## config.mk

```make
export PLATFORM = sky130hd
export DESIGN_NAME = wb_arbiter
export DESIGN_NICKNAME = d
export VERILOG_FILES = /design/src/rtl/wb_arb_pkg.sv /design/src/rtl/rr_pick.sv /design/src/rtl/wb_arbiter.sv
export SDC_FILE = /design/constraint.sdc
export NUM_CORES = 1
export LEC_CHECK = 0
export ABC_CLOCK_PERIOD_IN_PS = 2300
export BUFFER_PORTS_ARGS = -buffer_cell sky130_fd_sc_hd__buf_4
export CAP_MARGIN = 20
export CORE_ASPECT_RATIO = 1.4
export CORE_MARGIN = 4
export CORE_UTILIZATION = 42
export DETAILED_ROUTE_END_ITERATION = 6
export GPL_TIMING_DRIVEN = 0
export PLACE_DENSITY = 0.88
export SETUP_SLACK_MARGIN = 0.02
export SYNTH_ARGS = -nofsm -noshare
export SYNTH_HDL_FRONTEND = slang
export SYNTH_SLANG_ARGS = --single-unit
```

## constraint.sdc

```tcl
create_clock -name clk -period 2.3 [get_ports clk]
set_input_delay 0.23 -clock clk [delete_from_list [all_inputs] [get_ports clk]]
set_output_delay 0.23 -clock clk [all_outputs]
set_load 0.01 [all_outputs]
```

## src/rtl/wb_arb_pkg.sv

```systemverilog
// rtl/wb_arb_pkg.sv - shared requester definitions for the writeback arbiter
package wb_arb_pkg;

    localparam int N_REQ_DEF = 3;
    localparam int REQ_IDX_W = $clog2(N_REQ_DEF);

    typedef logic [REQ_IDX_W-1:0] req_idx_t;

    typedef enum logic [REQ_IDX_W-1:0] {
        REQ_ALU = 2'd0,
        REQ_LSU = 2'd1,
        REQ_VEC = 2'd2
    } req_id_e;

endpackage

```

## src/rtl/rr_pick.sv

```systemverilog
// rtl/rr_pick.sv - combinational round-robin pick starting at ptr
module rr_pick #(
    parameter int N  = 3,
    parameter int IW = $clog2(N)
) (
    input  logic [N-1:0]  valid,
    input  logic [IW-1:0] ptr,
    output logic [N-1:0]  grant,
    output logic [IW-1:0] idx,
    output logic          any
);

    // Walk N positions upward from ptr with wrap; the first valid one wins.
    always_comb begin
        int j;
        grant = '0;
        idx   = '0;
        any   = 1'b0;
        j     = 0;
        for (int k = 0; k < N; k++) begin
            j = (int'(ptr) + k) % N;
            if (!any && valid[j]) begin
                any = 1'b1;
                idx = IW'(j);
            end
        end
        if (any) begin
            grant[idx] = 1'b1;
        end
    end

endmodule

```

## src/rtl/wb_arbiter.sv

```systemverilog
// rtl/wb_arbiter.sv - round-robin writeback arbiter driving one register file write port
module wb_arbiter
    import wb_arb_pkg::*;
#(
    parameter int DATA_WIDTH = 32,
    parameter int N_REQ      = N_REQ_DEF
) (
    input  logic                        clk,
    input  logic                        rst,
    input  logic [N_REQ-1:0]            req_valid_i,
    input  logic [N_REQ*5-1:0]          req_rd_addr_i,
    input  logic [N_REQ*DATA_WIDTH-1:0] req_data_i,
    output logic [N_REQ-1:0]            req_ready_o,
    output logic                        reg_write_o,
    output logic [4:0]                  rd_addr_o,
    output logic [DATA_WIDTH-1:0]       rd_data_o,
    output logic [$clog2(N_REQ)-1:0]    grant_idx_o,
    output logic [31:0]                 write_count_o
);

    localparam int IW = $clog2(N_REQ);

    logic [IW-1:0]         ptr;
    logic [N_REQ-1:0]      pick_grant;
    logic [IW-1:0]         pick_idx;
    logic                  pick_any;
    logic [4:0]            sel_addr;
    logic [DATA_WIDTH-1:0] sel_data;

    logic                  wr_q;
    logic [4:0]            addr_q;
    logic [DATA_WIDTH-1:0] data_q;
    logic [IW-1:0]         idx_q;
    logic [31:0]           count_q;

    rr_pick #(
        .N  (N_REQ),
        .IW (IW)
    ) u_pick (
        .valid (req_valid_i),
        .ptr   (ptr),
        .grant (pick_grant),
        .idx   (pick_idx),
        .any   (pick_any)
    );

    assign sel_addr = req_rd_addr_i[int'(pick_idx)*5 +: 5];
    assign sel_data = req_data_i[int'(pick_idx)*DATA_WIDTH +: DATA_WIDTH];

    // Writes to x0 still consume a grant but leave the output register idle.
    always_ff @(posedge clk) begin
        if (rst) begin
            ptr     <= '0;
            wr_q    <= 1'b0;
            addr_q  <= '0;
            data_q  <= '0;
            idx_q   <= '0;
            count_q <= '0;
        end else begin
            if (pick_any) begin
                ptr <= (pick_idx == IW'(N_REQ - 1)) ? '0 : pick_idx + 1'b1;
            end
            wr_q    <= pick_any && (sel_addr != 5'd0);
            addr_q  <= (pick_any && (sel_addr != 5'd0)) ? sel_addr : '0;
            data_q  <= (pick_any && (sel_addr != 5'd0)) ? sel_data : '0;
            idx_q   <= (pick_any && (sel_addr != 5'd0)) ? pick_idx : '0;
            if (wr_q) begin
                count_q <= count_q + 32'd1;
            end
        end
    end

    // Reset masks the outputs at once so a write accepted just before reset never issues.
    assign req_ready_o   = rst ? '0 : pick_grant;
    assign reg_write_o   = wr_q & ~rst;
    assign rd_addr_o     = rst ? '0 : addr_q;
    assign rd_data_o     = rst ? '0 : data_q;
    assign grant_idx_o   = rst ? '0 : idx_q;
    assign write_count_o = rst ? '0 : count_q;

endmodule

```

**Word-level counts from Yosys, hierarchy flattened**

Index checks and enable logic that the tools add are counted.

- Register bits: 74
- Bits of input ports: 116
- Output and inout port bits: 75

- Add/sub/neg operators: 4
- Multipliers: 1
- Divide/modulo/power cells: 3
- Order comparisons: 5
- Equal/unequal tests: 1
- Shift operators: 2
- Mux-type cells: 24
- Bitwise operators: 3
- Reduce and logical (&&, ||, !) cells: 8

Operator list:

| operator | count |
|---|---|
| 32-bit by 4-bit less-than comparator with 1-bit output, second input constant | 3 |
| 96-bit by 8-bit variable part select with 32-bit output | 1 |
| 32-bit by 3-bit remainder unit with 32-bit output, second input constant | 2 |
| 32-bit two-way mux | 2 |
| 32-bit by 1-bit adder with 32-bit output, second input constant | 1 |
| 3-bit by 3-bit remainder unit with 32-bit output, second input constant | 1 |
| 15-bit by 6-bit variable part select with 5-bit output | 1 |
| 1-bit two-way mux | 10 |
| 2-bit two-way mux | 5 |
| 1-bit binary-select mux with 2-bit select | 3 |
| 3-bit two-way mux | 2 |
| 2-bit by 3-bit multiplier with 5-bit output, second input constant | 1 |
| 5-bit two-way mux | 1 |
| 5-bit nonzero test | 1 |
| 1-bit logical AND | 4 |
| 2-bit by 1-bit adder with 3-bit output, second input constant | 1 |
| 2-bit by 2-bit adder with 3-bit output, second input constant | 1 |
| 2-bit by 3-bit less-than comparator with 1-bit output, second input constant | 1 |
| 2-bit by 1-bit adder with 2-bit output, second input constant | 1 |
| 1-bit demux with 2-bit select | 1 |
| 2-bit equality test, second input constant | 1 |
| 2-bit by 1-bit greater-or-equal comparator with 1-bit output, second input constant | 1 |
| 1-bit logical NOT | 2 |
| 1-bit inverter | 2 |
| other kinds (2) | 2 |

**Longest topological paths before layout**

Gate-level depths: netlist of the first run.

- Depth in word-level cells: 17
- Gate-level depth with buffers: 12

**Modules after synthesis**

From an unflattened synthesis of the first run, not the netlist that was laid out.

- Cell total of the unflattened synthesis: 518
- Area total of the unflattened synthesis: 4,311.6 sq um

By module, submodules not included:

| module | times used | cells each | area each (sq um) | seq. area each (sq um) |
|---|---|---|---|---|
| wb_arbiter | 1 | 476 | 3,981.3 | 1,481.4 |
| rr_pick | 1 | 42 | 330.3 | 0.0 |

**Worst setup path before layout of the first run**

Ideal clock, no wire load.

- Path type: reg2reg
- Start: reg ptr[0]
- End: reg data_q[10]
- Setup time: 0.137 ns
- Arrival time: 2.416 ns
- Data required time: 2.163 ns
- Setup slack: -0.253 ns
- Stages on the path, launching flop included: 11
- Clock period less this slack: 2.553 ns
- Cells stage by stage: dfxtp_1 > inv_1 > ha_1 > and3b_1 > o221ai_1 > o22a_1 > a2111oi_2 > o31ai_1 > o31ai_4 > buf_4 > a211oi_1

- Word-level cells in the longest chain between the ends: 17

RTL lines:

| what | line | source |
|---|---|---|
| start, declared | wb_arbiter.sv:23 | `logic [IW-1:0] ptr;` |
| start signal, assigned | wb_arbiter.sv:61 | `ptr <= (pick_idx == IW'(N_REQ - 1)) ? '0 : pick_idx + 1'b1;` |
| branches (longest 17 deep; another with 32-bit by 3-bit remainder unit with 32-bit output) | - |  |
| end signal, assigned | wb_arbiter.sv:65 | `data_q <= (pick_any && (sel_addr != 5'd0)) ? sel_data : '0;` |
| end, declared | wb_arbiter.sv:32 | `logic [DATA_WIDTH-1:0] data_q;` |

Several ways; the timed one is not identified. The select of a mux whose other input is x is not followed.
A chain may end at the register's enable or synchronous reset.

**Final worst setup path of the first run**

- Start: reg ptr[0]
- End: reg data_q[5]

The elaborated chain is that of the path after synthesis.

==> results of run 1 <==
state kept, by name (all words and copies together) (netlist names):
register  cells
wr_q          1
data_q       32
addr_q        5
count_q      32
ptr           2
idx_q         2
timing repair:
item                       CTS  global route
pin swaps                   13            14
resized for setup           46            42
cloned                       1             1
setup endpoints to repair   46            44
hold buffers                 0             0
setup buffers               22            18
per-stage QoR:
step	cells	hold WS [ns]	setup slack [ns]	power, uW
4_1_cts	804	0.185	-0.301	7110
2_1_floorplan	472	0.381	-0.149	3820
3_3_place_gp	768	0.470	-0.391	4670
6_report	822	0.190	-0.539	7870
3_5_place_dp	768	0.501	-0.500	4770
5_1_grt	822	0.195	-0.591	8220
routing by layer:
layer,up-vias,part of all wire,GRT usage
met4,0,0.048,0.131
met5,-,0,0
met2,237,0.53,0.458
met1,2034,0.34,0.242
li1,2091,-,-
met3,60,0.081,0.0700
tightest hold or removal path: cells and delay by family:
family          cells  cell delay (ns)
buf+inv             1             0.11
compound gates      1             0.05
simple gates        1             0.09
final cells by class:
cell class,instances,area (sq um),share of cell area
flip-flops and latches,74,1490,0.224
clock buffers,13,270,0.0406
clock inverters,2,35.0,0.00527
repair buffers,231,1820,0.274
inverters,10,40.0,0.00602
well taps,107,134,0.0201
multi-input cells,357,2660,0.400
plain buffers,28,201,0.0303
cells in the final DEF (no fill, tap or decap), types with 4 or more instances in the layout:
master     Yosys  routed
a211oi_1      33      26
a211oi_2       0       7
a21oi_1       11       6
and2_1         4       4
and3_1         4       4
and4_1         4       4
buf_4          4     222
buf_6          0       6
buf_8          0       6
clkbuf_1      22      17
clkbuf_16      0      10
dfxtp_1       74      72
inv_1         10       8
mux2i_1       38      33
nand2_1       15      15
nand3_1       12      12
nand4_1        5       5
nor2_1        82      79
nor2b_1       73      72
o21ai_0        5       4
or3_1          5       5
xnor2_1       10      10
xor2_1        17      17
power by group through the flow:
stage                     Clock, uW  Combinational, uW  Sequential [uW]
final                          1440               4670             1760
after global routing           1490               4930             1790
after CTS                      1450               3920             1740
after detailed placement          0               3010             1760
after global placement            0               2920             1750
after floorplan                   0               2080             1730
how the worst max path moves through the flow:
stage | to | cells after the start
after floorplan | data_q[10] | 11
final | data_q[5] | 14
after detailed placement | data_q[5] | 11
after CTS | data_q[5] | 12
after global placement | data_q[4] | 12
after global routing | data_q[5] | 14
cell families (layout without fill, tap and decap cells):
kind of cell | after synthesis | after routing | share of synthesized area
xor+xnor | 27 | 27 | 0.0596
buf+inv | 41 | 284 | 0.0438
simple gates | 216 | 216 | 0.277
compound gates | 71 | 71 | 0.135
flops | 74 | 74 | 0.373
fa+ha+maj | 5 | 5 | 0.0158
mux | 38 | 38 | 0.0958
==> results.md, run 1 <==
- Placeable core area: 9130 sq um
- Clk sinks: 74
- Most frequent cells after synthesis: nor2_1 (82), dfxtp_1 (74), nor2b_1 (73)
- Pwr Density: 1180 nW/um^2
- Antenna diode count: 0
- CP Buf/Inv Count: 6
- Crit-path max FO: 10
- Initial Utilization: 0.435
- Fin area: 6650 sq um
- Ys async rst share: 0
- Chip Height: 123 microns
- Drt drc: 0
- Area leader, netlist: dfxtp_1
- Worst reg-to-reg setup slack: -0.54 ns
- CP startpoint: ptr[0]
- Failing checks: setup timing
- Maximum root-to-sink buffer count: 2
- Fmax achieved: 0.352 GHz
- Worst R2R Path Depth: 14
- Synth top area share: 0.373
- Status: finished, violations left
- Crit Path Category: flip-flop to flip-flop
- RSZ-0062 raised after global routing: true
- Lkg Pwr: 0.00300 uW
- Critical Path RT: 2.49 ns
- Nets@finish: 832
- Crit path largest cell delay: 0.38 ns
- IO Pins: 191
- First-pass GRT wire length: 21500 microns
- Hold depth: 3
- Main area contributors after synthesis: dfxtp_1 (37%), nor2b_1 (12%), mux2i_1 (9.6%), nor2_1 (7.8%), a211oi_1 (6.2%)
- Fraction of layout cells with a size suffix above 1: 0.427
- Global placer's final weighted congestion: 0.864
- Antenna Nets Post-Route: 0
- CTS tree: yes
- Largest net degree at the start of global routing: 12
- GRT Util Overall: 0.243
- CP top delay family: compound AO/OA/AOI/OAI gates
- Worst EP arrival: 3.03 ns
- Vias: 4422
- Final TNS setup: -18.53 ns
- DP Area: 5620 sq um
- Synth cell types: 46
- Post-Syn Area: 3970 sq um
- Hold WC Path Type: primary input to flip-flop
- Clock share of power: 0.183
- Crit path cell chain: inv_4, ha_4, buf_4, nor2b_4, o211ai_1, o211ai_1, buf_4, buf_4, a21oi_1, a21oi_4, o31ai_4, buf_12, buf_8, a211oi_1
- Clock slew seen by the registers of the worst setup and hold paths: 0.06 ns
- Port-buffer cells: 189
- CP endpoint kind: flip-flop
- VDD IR max: 0.868 mV
- Endpoints failing hold: 0
- Detailed Route Iter0 Violations: 165
- EDFF count, synth: 0
- Max-cap viol count: 0
- Layout fillers: 639
- Post-Route WL: 14800 microns
- Hold Crit Start: req_data_i[75]
- # rows: 41
- H-tree depth: 3
- # setup viols final: 42
- Cts bufs inserted: 9
- Synth warnings: 0
- R2r endpoint: data_q[5]
- Final WS setup: -0.539 ns
- Final Skew: 0.00616 ns
- Grt ovf: 0
- Part of the power in combinational logic: 0.593
- Antenna violations before repair: 0
- Worst skew pair latency: 0.34 ns
- Mapped Avg Cell Area: 8.41 sq um
- Vias/cell: 5.38
- NetSw: 2860 uW
- Root buffer cell: clkbuf_16
- Seq pwr share: 0.224
- Headroom to the max-slew limit: 0.666
- Crit Reg-Reg Startpoint: ptr[0]
- Synth Flop Type: dfxtp_1
- Slew Viols, Final: 0
- Syn-to-layout area delta: 67.5%
- Internal power: 5010 uW
- Yosys reg bits: 74
- Slew @ Worst Pin: 0.488 ns
- Mapped Nets: 593
- Crit path time final: 2.84 ns
- Vias in the first global route: 4536
- DIE WIDTH: 90.2 microns
- Type of origin of the critical path: flip-flop
- Wire per inst: 18.0 microns
- Net Sw Frac: 0.363
- Crit path max-delay cell type: dfxtp_4
- Most common cell in the netlist: nor2_1
- Syn Inst Count: 472
- Most numerous cell on the critical path: buf_4
- Hold endpoint: data_q[11]
- Sequential share of the synthesized area: 0.373
- Fin util: 0.728
- Final Cycle Share: 1.23
- Die area: 11100 sq um
- DPL Wire Length: 10300 microns
- Initial DRT Pass Iterations: 5
(Power assumes the default switching activity.)
==> run 2, diff against run 1 <==
Settings changed: CELL_PAD_IN_SITES_DETAIL_PLACEMENT set to 2, CELL_PAD_IN_SITES_GLOBAL_PLACEMENT set to 2, CORE_UTILIZATION 42 to 23.
==> run 2 against run 1 <==
The run still ends with setup timing left; design area shrank 0.47%; critical path type unchanged; utilization shrank 34 points; critical endpoint unchanged; sequential power about the same.
==> results.md, run 2 (synthesized netlist as in run 1, its figures left out) <==
- Lkg Pwr: 0.00293 uW (was 0.00300 uW)
- Pwr Density: 1110 nW/um^2 (was 1180 nW/um^2)
- CP Buf/Inv Count: 4 (was 6)
- Wire per inst: 18.8 microns (was 18.0 microns)
- Crit path max-delay cell type: dfxtp_4 (unchanged)
- Clk sinks: 74 (unchanged)
- Antenna diode count: 0 (unchanged)
- Chip Height: 163 microns (was 123 microns)
- Die area: 19500 sq um (was 11100 sq um)
- Global placer's final weighted congestion: 0.791 (was 0.864)
- Endpoints failing hold: 0 (unchanged)
- DR top layer: met4 (unchanged)
- WL met1: 6300 microns (was 5070 microns)
- Critical Path RT: 2.54 ns (was 2.49 ns)
- Hold WS: 0.192 ns (was 0.190 ns)
- Port-buffer cells: 189 (unchanged)
- Headroom to the max-slew limit: 0.562 (was 0.666)
- Worst reg-to-reg setup slack: -0.39 ns (was -0.54 ns)
- H-tree depth: 3 (unchanged)
- RSZ-0062 raised after global routing: true (unchanged)
- Fraction of layout cells with a size suffix above 1: 0.411 (was 0.427)
- GRT Util Overall: 0.175 (was 0.243)
- Final Skew: 0.00803 ns (was 0.00616 ns)
- Drt drc: 0 (unchanged)
- First-pass GRT wire length: 26900 microns (was 21500 microns)
- Antenna Nets Post-Route: 0 (unchanged)
- Fmax achieved: 0.372 GHz (was 0.352 GHz)
- Initial DRT Pass Iterations: 6 (was 5)
- Pwr Total: 7350 uW (was 7870 uW)
- Hold endpoint: data_q[24] (was data_q[11])
- Crit path time final: 2.69 ns (was 2.84 ns)
- Routed wl met3: 1260 microns (was 1200 microns)
- Met2 routed WL: 9670 microns (was 7790 microns)
- Maximum root-to-sink buffer count: 2 (unchanged)
- Vias in the first global route: 5016 (was 4536)
- Slew @ Worst Pin: 0.656 ns (was 0.488 ns)
- Crit-path max FO: 5 (was 10)
- Worst R2R Path Depth: 12 (was 14)
- Dpl cells: 893 (was 768)
- Max-cap viol count: 0 (unchanged)
- Crit Reg-Reg Startpoint: ptr[1] (was ptr[0])
- Fin util: 0.392 (was 0.728)
- Non-Filler Instances: 935 (was 822)
- # setup viols final: 39 (was 42)
- Cts bufs inserted: 9 (unchanged)
- Layout fillers: 1901 (was 639)
- Most numerous cell on the critical path: buf_12 (was buf_4)
- Detailed Route Iter0 Violations: 105 (was 165)
- Vias/cell: 4.61 (was 5.38)
- Final Cycle Share: 1.17 (was 1.23)
- Clock slew seen by the registers of the worst setup and hold paths: 0.06 ns (about the same)
- Antenna violations before repair: 0 (unchanged)
- Root buffer cell: clkbuf_16 (unchanged)
- Type of origin of the critical path: flip-flop (unchanged)
- Grt ovf: 0 (unchanged)
- DIE WIDTH: 119 microns (was 90.2 microns)
- Status: finished, violations left (unchanged)
- Worst EP arrival: 2.93 ns (was 3.03 ns)
- Most frequent cells in the layout: buf_4 (213), nor2_1 (79), nor2b_1 (72) (was buf_4 (222), nor2_1 (79), nor2b_1 (72), dfxtp_1 (72), mux2i_1 (33))
- Hold depth: 3 (unchanged)
- # rows: 56 (was 41)
- Post-Route WL: 17600 microns (was 14800 microns)
- Hold Crit Start: req_data_i[88] (was req_data_i[75])
- Commonest non-fill, non-tap cell in the layout: buf_4 (unchanged)
- Crit path cell chain: inv_4, ha_4, nand3b_1, a21oi_2, o22a_4, buf_12, nand2_1, a21oi_4, o31ai_4, buf_12, buf_8, a211oi_1 (was inv_4, ha_4, buf_4, nor2b_4, o211ai_1, o211ai_1, buf_4, buf_4, a21oi_1, a21oi_4, o31ai_4, buf_12, buf_8, a211oi_1)
- CP endpoint kind: flip-flop (unchanged)
- DPL Wire Length: 13200 microns (was 10300 microns)
- Vias: 4308 (was 4422)
- Crit Path Category: flip-flop to flip-flop (unchanged)
- VDD IR max: 0.439 mV (was 0.868 mV)
- CTS tree: yes (unchanged)
- Initial Utilization: 0.235 (was 0.435)
- Final TNS setup: -13.05 ns (was -18.53 ns)
- Worst skew pair latency: 0.34 ns (about the same)
- Placeable core area: 16900 sq um (was 9130 sq um)
- Syn-to-layout area delta: 66.7% (was 67.5%)
- Final WS setup: -0.390 ns (was -0.539 ns)
- Slew Viols, Final: 0 (unchanged)
- Top Registers: count_q (32), data_q (32), addr_q (5) (unchanged)
- Nets@finish: 820 (was 832)
- Largest net degree at the start of global routing: 13 (was 12)
- R2r endpoint: data_q[5] (unchanged)
- Failing checks: setup timing (unchanged)
- CP top delay family: compound AO/OA/AOI/OAI gates (unchanged)
- Hold WC Path Type: primary input to flip-flop (unchanged)
- Crit path largest cell delay: 0.39 ns (was 0.38 ns)
- IO Pins: 191 (unchanged)
## run 2: cell count changes in the layout (fill, tap and decap cells not counted), sizes merged
| cell | change |
|---|---|
| clkbuf | -1 |
| clkinv | +2 |
| buf | -13 |
## run 2: what timing repair did
item	in CTS	in global routing
gates cloned	1	1
hold buffers	0	0
resized for setup	49	19
endpoints found under the setup margin	57	44
pin swaps	12	2
buffers inserted	25	3
## run 2: worst min-delay path: stages
cell and delay (ns):
buf_4 0.11, nor2_1 0.09, a211oi_1 0.05
## run 2: area by class of cell
type | count | area (sq um) | share of cell area
Tap cell | 232 | 290 | 0.0439
Inverter | 10 | 42.5 | 0.00643
Buffer | 28 | 218 | 0.0329
Timing Repair Buffer | 219 | 1700 | 0.257
Sequential cell | 74 | 1490 | 0.225
Multi-Input combinational cell | 357 | 2580 | 0.390
Clock buffer | 11 | 243 | 0.0367
Clock inverter | 4 | 52.6 | 0.00794
## run 2: through the flow
step                      cell area [sq um]  worst slack (ns)
after floorplan                        4070            -0.149
after global placement                 5780            -0.981
after detailed placement               5780             -1.04
after CTS                              6500            -0.321
after global routing                   6620            -0.473
final                                  6620            -0.390
## run 2: worst max-delay path by stage
stage                     cells after the start    endpoint   start  slack, ns
after CTS                                    11  data_q[29]  ptr[0]      -0.32
after detailed placement                     10  data_q[30]  ptr[0]      -1.04
after floorplan                              11  data_q[10]  ptr[0]      -0.15
after global placement                       10  data_q[30]  ptr[0]      -0.98
after global routing                         12   data_q[5]  ptr[1]      -0.47
final                                        12   data_q[5]  ptr[1]      -0.39
## run 2: power by group
group	leakage, uW	internal, uW	switching [uW]
Clock	0.000146	866	548
Combinational	0.00218	2050	2100
Sequential	0.000608	1650	133
## run 2: layer usage
layer,global-route usage,vias up
met4,0.0559,0
met5,0,-
met3,0.0544,25
met2,0.343,168
li1,-,2064
met1,0.172,2051
==> run 3, diff against run 2 <==
Settings changed: MAX_ROUTING_LAYER set to met4.
==> run 3 against run 2 <==
The run still ends with setup timing left; flip-flop and latch count unchanged; clock power about the same; non-clock buffer count unchanged; clock skew up 0.00064 ns; fmax grew 0.28%; worst hold slack worse by 0.0030 ns; sequential share of layout area about the same; first-iteration DRC count is 5.7% lower; largest power group unchanged.
==> results.md, run 3 (synthesized netlist as in run 1, its figures left out) <==
- Vias: 4312 (was 4308)
- # rows: 56 (unchanged)
- Chip Height: 163 microns (unchanged)
- Crit path time final: 2.68 ns (was 2.69 ns)
- Top Registers: count_q (32), data_q (32), addr_q (5) (unchanged)
- Maximum root-to-sink buffer count: 2 (unchanged)
- Initial Utilization: 0.235 (unchanged)
- CP Buf/Inv Count: 4 (unchanged)
- Vias in the first global route: 5033 (was 5016)
- IO Pins: 191 (unchanged)
- Slew Viols, Final: 0 (unchanged)
- Nets@finish: 820 (unchanged)
- Worst EP arrival: 2.87 ns (was 2.93 ns)
- Max-cap viol count: 0 (unchanged)
- Placeable core area: 16900 sq um (unchanged)
- Global placer's final weighted congestion: 0.802 (was 0.791)
- Non-Filler Instances: 935 (unchanged)
- Layout fillers: 1901 (unchanged)
- Post-Route WL: 17600 microns (about the same)
- Failing checks: setup timing (unchanged)
- Largest net degree at the start of global routing: 13 (unchanged)
- Slew @ Worst Pin: 0.644 ns (was 0.656 ns)
- DIE WIDTH: 119 microns (unchanged)
- Crit-path max FO: 10 (was 5)
- Antenna Nets Post-Route: 0 (unchanged)
- Final WS setup: -0.383 ns (was -0.390 ns)
- Hold WS: 0.189 ns (was 0.192 ns)
- DPL Wire Length: 13200 microns (unchanged)
- Lkg Pwr: 0.00293 uW (about the same)
- Pwr Density: 1110 nW/um^2 (about the same)
- Syn-to-layout area delta: 66.6% (was 66.7%)
- H-tree depth: 3 (unchanged)
- Critical Path RT: 2.49 ns (was 2.54 ns)
- Final Skew: 0.00867 ns (was 0.00803 ns)
- Antenna violations before repair: 0 (unchanged)
- Headroom to the max-slew limit: 0.571 (was 0.562)
- VDD IR max: 0.440 mV (was 0.439 mV)
- Wire per inst: 18.8 microns (about the same)
- Detailed Route Iter0 Violations: 99 (was 105)
- Commonest non-fill, non-tap cell in the layout: buf_4 (unchanged)
- Area of the multi-input gates: 2580 sq um (unchanged)
- Clk sinks: 74 (unchanged)
- Root buffer cell: clkbuf_16 (unchanged)
- Hold WC Path Type: primary input to flip-flop (unchanged)
- Worst skew pair latency: 0.34 ns (about the same)
- Drt drc: 0 (unchanged)
- CTS tree: yes (unchanged)
- Type of origin of the critical path: flip-flop (unchanged)
- Grt ovf: 0 (unchanged)
- Dpl cells: 893 (unchanged)
- Antenna diode count: 0 (unchanged)
- First-pass GRT wire length: 26900 microns (about the same)
- CP top delay family: compound AO/OA/AOI/OAI gates (unchanged)
- Clock slew seen by the registers of the worst setup and hold paths: 0.06 ns (about the same)
- Initial DRT Pass Iterations: 6 (unchanged)
- Crit path cell chain: inv_4, ha_4, nand3b_1, o221a_4, o22a_4, buf_12, o311ai_4, o31ai_4, o31ai_4, buf_12, buf_8, a211oi_1 (was inv_4, ha_4, nand3b_1, a21oi_2, o22a_4, buf_12, nand2_1, a21oi_4, o31ai_4, buf_12, buf_8, a211oi_1)
- Final Cycle Share: 1.17 (about the same)
- Fraction of layout cells with a size suffix above 1: 0.411 (unchanged)
- Cts bufs inserted: 9 (unchanged)
- GRT Util Overall: 0.180 (was 0.175)
- RSZ-0062 raised after global routing: true (unchanged)
- Crit Path Category: flip-flop to flip-flop (unchanged)
- CP endpoint kind: flip-flop (unchanged)
- Most frequent cells in the layout: buf_4 (213), nor2_1 (79), nor2b_1 (72) (unchanged)
- Crit path max-delay cell type: dfxtp_4 (unchanged)
- Endpoints failing hold: 0 (unchanged)
- Die area: 19500 sq um (unchanged)
- Crit path largest cell delay: 0.39 ns (about the same)
- Port-buffer cells: 189 (unchanged)
- Status: finished, violations left (unchanged)
- Reg area: 1490 sq um (unchanged)
- Vias/cell: 4.61 (about the same)
- # setup viols final: 39 (unchanged)
- Fmax achieved: 0.373 GHz (was 0.372 GHz)
## run 3: cell count changes in the layout (fill, tap and decap cells not counted)
cell / before / now
buf_8: 2 / 3
buf_12: 4 / 3
## run 3: worst min-delay path: cells and delay by family
family	cells	cell delay, ns
buffers and inverters	1	0.11
and+or+nand+nor	1	0.09
AOI/OAI and AO/OA	1	0.05
## run 3: timing repair
| item | in CTS | in global routing |
|---|---|---|
| resized for setup | 49 | 18 |
| pin swaps | 12 | 2 |
| setup buffers | 25 | 3 |
| hold buffers | 0 | 0 |
| gates cloned | 1 | 1 |
| setup endpoints to repair | 57 | 44 |
## run 3: worst paths after layout
check / end / slack [ns] / cells past startpoint / from
max: data_q[12] / -0.38 / 12 / ptr[1]
min: data_q[18] / 0.19 / 3 / req_data_i[82]
max reg2reg: data_q[12] / -0.38 / 12 / ptr[1]
min reg2reg: count_q[26] / 0.51 / 2 / count_q[26]
## run 3: layout make-up
cell class              instances  share of cell area
well taps                     232              0.0439
clock buffers                  11              0.0367
flip-flops and latches         74               0.225
repair buffers                219               0.257
plain buffers                  28              0.0322
inverters                      10             0.00643
clock inverters                 4             0.00795
multi-input cells             357               0.390
## run 3: through the flow
| step | setup slack, ns | instance area (sq um) | util | TNS [ns] | power (uW) |
|---|---|---|---|---|---|
| 2_1_floorplan | -0.149 | 4070 | - | -4.41 | 3820 |
| 3_3_place_gp | -0.981 | 5780 | 0.342 | -20.86 | 4810 |
| 3_5_place_dp | -1.04 | 5780 | 0.342 | -23.78 | 4940 |
| 4_1_cts | -0.321 | 6500 | 0.385 | -10.49 | 7170 |
| 5_1_grt | -0.473 | 6610 | 0.392 | -16.07 | 7800 |
| 6_report | -0.383 | 6610 | 0.392 | -13.07 | 7340 |
## run 3: power breakdown
part	internal [uW]	switching [uW]
clock	866	549
combinational	2050	2100
sequential	1650	132
## run 3: layer usage
| layer | GRT usage | up-vias | wire length, microns |
|---|---|---|---|
| li1 | - | 2059 | - |
| met1 | 0.176 | 2057 | 6410 |
| met2 | 0.344 | 171 | 9710 |
| met3 | 0.0488 | 25 | 1150 |
| met4 | 0.0559 | 0 | 303 |
| met5 | - | - | 0 |
